[config.mk]
export PLATFORM = sky130hd
export DESIGN_NAME = uart_rxd
export DESIGN_NICKNAME = d
export VERILOG_FILES = /design/src/rtl/uart_pkg.sv /design/src/rtl/uart_os_tick.sv /design/src/rtl/uart_rxd.sv
export SDC_FILE = /design/constraint.sdc
export NUM_CORES = 1
export LEC_CHECK = 0
export CORE_UTILIZATION = 30
export DETAILED_ROUTE_END_ITERATION = 16
export MAX_ROUTING_LAYER = met4
export PLACE_DENSITY_LB_ADDON = 0.08
export SLEW_MARGIN = 30
export SYNTH_ARGS = -nofsm -noshare
export SYNTH_HDL_FRONTEND = slang
export SYNTH_HIERARCHICAL = 1
export SYNTH_SLANG_ARGS = --single-unit
[constraint.sdc]
create_clock -name clk -period 4.7 [get_ports clk]
set_input_delay 0.94 -clock clk [delete_from_list [all_inputs] [get_ports clk]]
set_output_delay 0.94 -clock clk [all_outputs]
set_load 0.01 [all_outputs]
[src/rtl/uart_pkg.sv]
// Shared definitions for the UART receive path: FSM state encoding,
// default oversampling factor and the baud-tick divider calculation.
package uart_pkg;

  localparam int OVERSAMPLE_DEF = 16;

  typedef enum logic [2:0] {
    ST_IDLE  = 3'd0,
    ST_START = 3'd1,
    ST_DATA  = 3'd2,
    ST_STOP  = 3'd3,
    ST_BREAK = 3'd4
  } rx_state_t;

  // Rounded clk_freq / (baud * os); callers keep the result >= 2.
  function automatic int calc_tick_div(input int clk_freq, input int baud, input int os);
    int den;
    den = baud * os;
    return (clk_freq + den / 2) / den;
  endfunction

endpackage

[src/rtl/uart_os_tick.sv]
// Oversample tick generator: free-running divider that emits a 1-clk tick
// at each wrap and restarts from zero on a synchronous clear.
module uart_os_tick #(
  parameter int TICK_DIV = 10
) (
  input  logic clk,
  input  logic rst,
  input  logic clr,
  output logic tick
);

  localparam int CW = $clog2(TICK_DIV);
  localparam logic [CW-1:0] CNT_LAST = CW'(TICK_DIV - 1);

  logic [CW-1:0] cnt_r;

  // Divider counter and registered tick pulse.
  always_ff @(posedge clk) begin
    if (rst) begin
      cnt_r <= '0;
      tick  <= 1'b0;
    end else if (clr) begin
      cnt_r <= '0;
      tick  <= 1'b0;
    end else if (cnt_r == CNT_LAST) begin
      cnt_r <= '0;
      tick  <= 1'b1;
    end else begin
      cnt_r <= cnt_r + 1'b1;
      tick  <= 1'b0;
    end
  end

endmodule

[src/rtl/uart_rxd.sv]
// UART 8N1 receiver, MSB-first, sampling the line mid-bit at OVERSAMPLE x baud.
// Delivers bytes with a 1-clk valid pulse and flags bad stop bits.
module uart_rxd
  import uart_pkg::*;
#(
  parameter int CLK_FREQ   = 50_000_000,
  parameter int BAUD_RATE  = 115_200,
  parameter int OVERSAMPLE = OVERSAMPLE_DEF
) (
  input  logic       clk,
  input  logic       rst,
  input  logic       i_rs232_rxd,
  output logic [7:0] o_data,
  output logic       o_rx_valid,
  output logic       o_frame_err,
  output logic       o_rx_busy
);

  localparam int TICK_DIV = calc_tick_div(CLK_FREQ, BAUD_RATE, OVERSAMPLE);
  localparam int OSW = $clog2(OVERSAMPLE);
  localparam logic [OSW-1:0] OS_HALF = OSW'(OVERSAMPLE / 2 - 1);
  localparam logic [OSW-1:0] OS_LAST = OSW'(OVERSAMPLE - 1);

  logic            sync1_r;
  logic            sync2_r;
  logic            prev_r;
  logic            fall_s;
  logic            start_s;
  logic            tick_s;
  rx_state_t       state_r;
  logic [OSW-1:0]  os_cnt_r;
  logic [2:0]      bit_cnt_r;
  logic [7:0]      shreg_r;

  assign fall_s  = prev_r & ~sync2_r;
  assign start_s = (state_r == ST_IDLE) & fall_s;

  // Restarting the divider on the start edge fixes the sample phase per frame.
  uart_os_tick #(.TICK_DIV(TICK_DIV)) u_tick (
    .clk  (clk),
    .rst  (rst),
    .clr  (start_s),
    .tick (tick_s)
  );

  // Two-flop synchroniser plus history flop for falling-edge detection.
  always_ff @(posedge clk) begin
    if (rst) begin
      sync1_r <= 1'b1;
      sync2_r <= 1'b1;
      prev_r  <= 1'b1;
    end else begin
      sync1_r <= i_rs232_rxd;
      sync2_r <= sync1_r;
      prev_r  <= sync2_r;
    end
  end

  // Receive FSM with shift register and registered outputs.
  always_ff @(posedge clk) begin
    if (rst) begin
      state_r     <= ST_IDLE;
      os_cnt_r    <= '0;
      bit_cnt_r   <= 3'd0;
      shreg_r     <= 8'h00;
      o_data      <= 8'h00;
      o_rx_valid  <= 1'b0;
      o_frame_err <= 1'b0;
      o_rx_busy   <= 1'b0;
    end else begin
      o_rx_valid  <= 1'b0;
      o_frame_err <= 1'b0;
      case (state_r)
        ST_IDLE: begin
          if (fall_s) begin
            state_r   <= ST_START;
            os_cnt_r  <= '0;
            o_rx_busy <= 1'b1;
          end
        end
        ST_START: begin
          if (tick_s) begin
            if (os_cnt_r == OS_HALF) begin
              if (!sync2_r) begin
                state_r   <= ST_DATA;
                os_cnt_r  <= '0;
                bit_cnt_r <= 3'd0;
              end else begin
                state_r   <= ST_IDLE;
                o_rx_busy <= 1'b0;
              end
            end else begin
              os_cnt_r <= os_cnt_r + 1'b1;
            end
          end
        end
        ST_DATA: begin
          if (tick_s) begin
            if (os_cnt_r == OS_LAST) begin
              os_cnt_r <= '0;
              shreg_r  <= {shreg_r[6:0], sync2_r};
              if (bit_cnt_r == 3'd7) begin
                state_r <= ST_STOP;
              end else begin
                bit_cnt_r <= bit_cnt_r + 3'd1;
              end
            end else begin
              os_cnt_r <= os_cnt_r + 1'b1;
            end
          end
        end
        ST_STOP: begin
          if (tick_s) begin
            if (os_cnt_r == OS_LAST) begin
              os_cnt_r <= '0;
              if (sync2_r) begin
                o_data     <= shreg_r;
                o_rx_valid <= 1'b1;
                state_r    <= ST_IDLE;
                o_rx_busy  <= 1'b0;
              end else begin
                o_frame_err <= 1'b1;
                state_r     <= ST_BREAK;
              end
            end else begin
              os_cnt_r <= os_cnt_r + 1'b1;
            end
          end
        end
        ST_BREAK: begin
          if (sync2_r) begin
            state_r   <= ST_IDLE;
            o_rx_busy <= 1'b0;
          end
        end
        default: begin
          state_r   <= ST_IDLE;
          o_rx_busy <= 1'b0;
        end
      endcase
    end
  end

endmodule

; Yosys cells after proc, flatten, opt, wreduce, memory -nomap -nowiden
; Index checks and enable logic that the tools add are counted.
[word_totals]
reg_bits = 38
[op_classes]
eq_ne = 21
n_mux = 36
bitwise = 7
reduce_logical = 13
add_sub_neg = 3
[op_table]
columns = operator, n
row1 = $mux 3, 16
row2 = $mux 4, 6
row3 = $ne 2x2->1 const B, 8
row4 = $pmux 3 s5, 1
row5 = $pmux 4 s3, 1
row6 = $mux 1, 9
row7 = $reduce_and 9->1, 1
row8 = $ne 2x1->1 const B, 4
row9 = $reduce_and 7->1, 1
row10 = $eq 3x2->1 const B, 2
row11 = $eq 3x3->1 const B, 2
row12 = $pmux 3 s2, 1
row13 = $reduce_and 6->1, 1
row14 = $add 5x1->5 const B, 1
row15 = $eq 5x5->1 const B, 1
row16 = $not 1->1, 5
row17 = $pmux 1 s5, 1
row18 = $reduce_and 5->1, 1
row19 = $add 4x1->4 const B, 1
row20 = $eq 4x3->1 const B, 1
row21 = $eq 4x4->1 const B, 1
row22 = $reduce_and 4->1, 1
row23 = $reduce_or 2->1, 2
row24 = $reduce_or 4->1, 1
row25 = 10 further kinds, 11

; Depth between registers and ports, before layout
[depth]
depth_word = 5
depth_mapped = 6
depth_no_buf = 6

; Modules after synthesis
; The synthesis kept the hierarchy.
[by_module_without_submodules]
columns = module, cells_per_inst, instances, area_per_inst_um2
row1 = uart_rxd, 139, 1, 1380.1
row2 = uart_os_tick, 23, 1, 227.7

; Worst setup path before layout
; No wires, ideal clock.
[synth_timing]
path_type = input-to-reg
start = input rst
end = register os_cnt_r[1]
required_ns = 4.628
stages = 3
setup_ns = 0.072
path_slack_ns = 2.785
arrival_ns = 1.843
path_cell_list = or3_1 > or3b_2 > mux2i_1
[synth_rtl]
columns = item, line_no
row1 = from (decl), uart_rxd.sv:11  ; input logic rst,
row2 = to (signal assigned), uart_rxd.sv:93  ; os_cnt_r <= os_cnt_r + 1'b1;
row3 = to (signal assigned), uart_rxd.sv:108  ; os_cnt_r <= os_cnt_r + 1'b1;
row4 = to (signal assigned), uart_rxd.sv:126  ; os_cnt_r <= os_cnt_r + 1'b1;
row5 = to (decl), uart_rxd.sv:31  ; logic [OSW-1:0] os_cnt_r;

==> run summary <==
SYNTH
-----------------------------------------------------------------------------------------
Most used DFF post-synth                                                     sky130_fd_sc_hd__dfxtp_1
Synthesized instance count                                                            162
Area share of the leading cell type in the synthesized netlist                      0.473
Register area share after synthesis                                                 0.473
Number of distinct library cells after synthesis                                       40
Proportion of register bits with asynchronous set or reset after synthesis              0
Syn nets                                                                              170
Flops & latches, synth                                                                 38
Main area contributors after synthesis                                       sky130_fd_sc_hd__dfxtp_1 (47%), sky130_fd_sc_hd__mux2i_1 (11%), sky130_fd_sc_hd__nor2_1 (6.8%)
Most common cell in the netlist                                              sky130_fd_sc_hd__dfxtp_1
Number of enable flip-flop cells after synthesis                                        0
Yosys Warn Count                                                                        6
Most frequent cells after synthesis                                          sky130_fd_sc_hd__dfxtp_1 (38), sky130_fd_sc_hd__nor2_1 (29), sky130_fd_sc_hd__mux2i_1 (18), sky130_fd_sc_hd__a21oi_1 (7), sky130_fd_sc_hd__nand2_1 (7)
Synthesized area divided by synthesized cell count                               9.92 um2
Cell taking the most area after synthesis                                    sky130_fd_sc_hd__dfxtp_1
Netlist area before placement                                                    1610 um2

FLOORPLANNING
-----------------------------------------------------------------------------------------
Std-Cell Core Area                                                               5140 um2
Die boundary height                                                               75.2 um
DIE AREA                                                                         5660 um2
Die width                                                                         75.2 um
Top-level port count                                                                   14
Site Rows                                                                              26
Effective utilization at floorplan                                                  0.313

CLOCK TREE
-----------------------------------------------------------------------------------------
Buffer levels on the longest clock path                                                 2
Resized cells post-CTS                                                                  0
CTS tree                                                                              yes
Sink count of the clock tree                                                           38
Total CTS buffers                                                                       5
Setup repair bufs after CTS                                                             0
Root Buffer Master                                                           sky130_fd_sc_hd__clkbuf_8
Latest clock arrival within the worst-skew pair                                    290 ps
H-Tree Depth                                                                            2
CTS clk-pin slew, worst paths                                                       70 ps
Count of hold buffers inserted by post-cts repair                                       0

PLACE
-----------------------------------------------------------------------------------------
Detailed-placement wirelength estimate                                            2150 um
Routability cong.                                                                   0.724
Dpl cells                                                                             240
Quantity of I/O buffers inserted on ports                                              13

GLOBAL ROUTE
-----------------------------------------------------------------------------------------
Via count of the first global-routing pass                                           1151
Number of antenna violations at the first check in global routing                       0
Overall routing resource usage                                                      0.133
Gr ovfl total                                                                           0
Largest net degree at the start of global routing                                      32
First-pass GRT wire length                                                        5330 um

POWER AND IR DROP
-----------------------------------------------------------------------------------------
Worst vdd rail ir drop                                                           0.152 mV
PnR Total Power                                                                    563 uW
Power Dens Cells                                                               299 nW/um2
Leakage power                                                                    0.735 nW

DRT
-----------------------------------------------------------------------------------------
Total wirelength of the detailed-routed design                                    3210 um
Detailed router's first-iteration violation count                                      38
Post-detailed-route wirelength per cell                                           13.0 um
Number of vias after detailed routing                                                1181
ANT nets after route                                                                    0
Router iterations before antenna repair                                                 5
Vias per cell                                                                        4.78
Count of unresolved DRC violations after routing                                        0

TIMING
-----------------------------------------------------------------------------------------
Number of hold-slack violations in the final timing report                              0
Total setup violations reported at the end of the flow                                  0
Fmax achieved                                                                     428 MHz
Setup repair after global routing missed its margin                                    no
Slew HR                                                                             0.594
Total count of max-transition violations in the final report                            0
Period utilisation layout                                                           0.497
Clock Skew                                                                        7.68 ps
Post-layout minimum cycle time                                                    2340 ps
Setup_tns                                                                            0 ps
Worst-Margin Slew                                                                  609 ps

RUN STATUS
-----------------------------------------------------------------------------------------
Status                                                                       finished, final reports clean

SETUP PATH
-----------------------------------------------------------------------------------------
Element type at the critical path start                                         input pin
Worst reg2reg path startpoint                                                  state_r[1]
Crit path max fanout                                                                   31
Launching element of the worst setup path                                             rst
Critical path type                                                                 in2reg
Worst r2r path cells                                                                    4
Critical Path Max Stage Delay                                                      450 ps
Standard cell with the maximum stage delay on the critical path              sky130_fd_sc_hd__or3b_2
Worst Setup End Kind                                                             register
Ordered list of cells on the worst path                                      clkdlybuf4s50_1, buf_4, or3_1, or3b_2, mux2i_1
End of the worst register-to-register path                                   bit_cnt_r[2]
Register-to-register path setup slack                                             2710 ps
Arrival time at the worst endpoint                                                2550 ps
CP Data Required Time                                                             4920 ps

WORST HOLD PATH
-----------------------------------------------------------------------------------------
Hold Crit Endpoint                                                                sync2_r
Min-Delay Path Depth                                                                    1
Type of the worst min-delay path                                                  reg2reg
Hold Path Origin                                                                  sync1_r

FINAL LAYOUT
-----------------------------------------------------------------------------------------
Share of layout cells above drive strength 1                                        0.107
Fin cells                                                                             247
Antenna Diode Count                                                                     0
Layout area overhead                                                                17.4%
Number of nets in the finished design                                                 185

JOB
-----------------------------------------------------------------------------------------
Number of maximum-capacitance constraint violations                                     0

-- registers in the layout, summed over array words and instances, names as in the netlist --
name / count
o_data: 8
shreg_r: 8
u_tick/cnt_r: 5
os_cnt_r: 4
bit_cnt_r: 3
state_r: 3
o_frame_err: 1
o_rx_busy: 1
o_rx_valid: 1
prev_r: 1
sync1_r: 1
sync2_r: 1
u_tick/tick: 1
-- cell usage in the layout (no fill, tap or decap), types with 3 or more instances in the layout --
master	n
sky130_fd_sc_hd__or4_1	3
sky130_fd_sc_hd__clkdlybuf4s50_1	13
sky130_fd_sc_hd__or2_2	3
sky130_fd_sc_hd__o21ai_0	3
sky130_fd_sc_hd__mux2i_1	18
sky130_fd_sc_hd__nand4b_1	3
sky130_fd_sc_hd__nor2_1	29
sky130_fd_sc_hd__ha_1	5
sky130_fd_sc_hd__dfxtp_1	38
sky130_fd_sc_hd__nor3_1	3
sky130_fd_sc_hd__clkbuf_8	5
sky130_fd_sc_hd__nor2b_1	3
sky130_fd_sc_hd__a21oi_1	7
sky130_fd_sc_hd__nand2_1	7
sky130_fd_sc_hd__xor2_1	3
-- worst max-delay path, delay by kind of cell --
family        cells  cell delay [ps]
buf+inv           2              620
mux               1              130
simple gates      2              850
-- metal layers --
metal  up-vias  global-route usage  wire length [um]
met5         -                   -                 0
met4         0              0.0556                33
met3         4              0.0442               118
met2        31               0.210              1540
met1       542               0.155              1520
li1        604                   -                 -
-- worst max-delay path by stage --
stage / endpoint / slack (ps) / cells past startpoint
2_1_floorplan: os_cnt_r[1] / 2790 / 3
3_3_place_gp: os_cnt_r[1] / 2100 / 5
3_5_place_dp: os_cnt_r[1] / 2060 / 5
4_1_cts: os_cnt_r[1] / 2370 / 5
5_1_grt: os_cnt_r[1] / 2330 / 5
6_report: os_cnt_r[1] / 2360 / 5
-- per-stage QoR --
stage | util | area, um2 | setup WS [ps] | hold slack, ps
6_report | 0.367 | 1890 | 2360 | 429
3_5_place_dp | 0.352 | 1810 | 2060 | 412
4_1_cts | 0.367 | 1890 | 2370 | 430
5_1_grt | 0.367 | 1890 | 2330 | 456
2_1_floorplan | - | 1610 | 2790 | 389
3_3_place_gp | 0.352 | 1810 | 2100 | 394
-- final cells by class --
type / count / area [um2]
fill: 553 / 3250
multi-input combinational: 116 / 815
sequential: 38 / 761
timing repair buffer: 14 / 138
tap: 70 / 87.6
clock buffer: 5 / 68.8
clock inverter: 2 / 10.0
inverter: 2 / 7.51
-- logic make-up (layout without fill, tap and decap cells) --
family / after synthesis / count (layout) / synth area share
xor gates and xnor gates: 4 / 4 / 0.0218
adders and majority gates: 5 / 5 / 0.0389
DFF: 38 / 38 / 0.473
and+or+nand+nor: 71 / 71 / 0.250
AOI/OAI and AO/OA: 17 / 17 / 0.0770
buffers and inverters: 8 / 23 / 0.0202
muxes: 19 / 19 / 0.119
-- power breakdown --
group | switching [mW] | total [mW] | internal [mW]
clock network | 0.113 | 0.212 | 0.0996
logic | 0.0117 | 0.0209 | 0.00922
registers | 0.00429 | 0.330 | 0.326
total | 0.129 | 0.563 | 0.435
(Power assumes the default switching activity.)
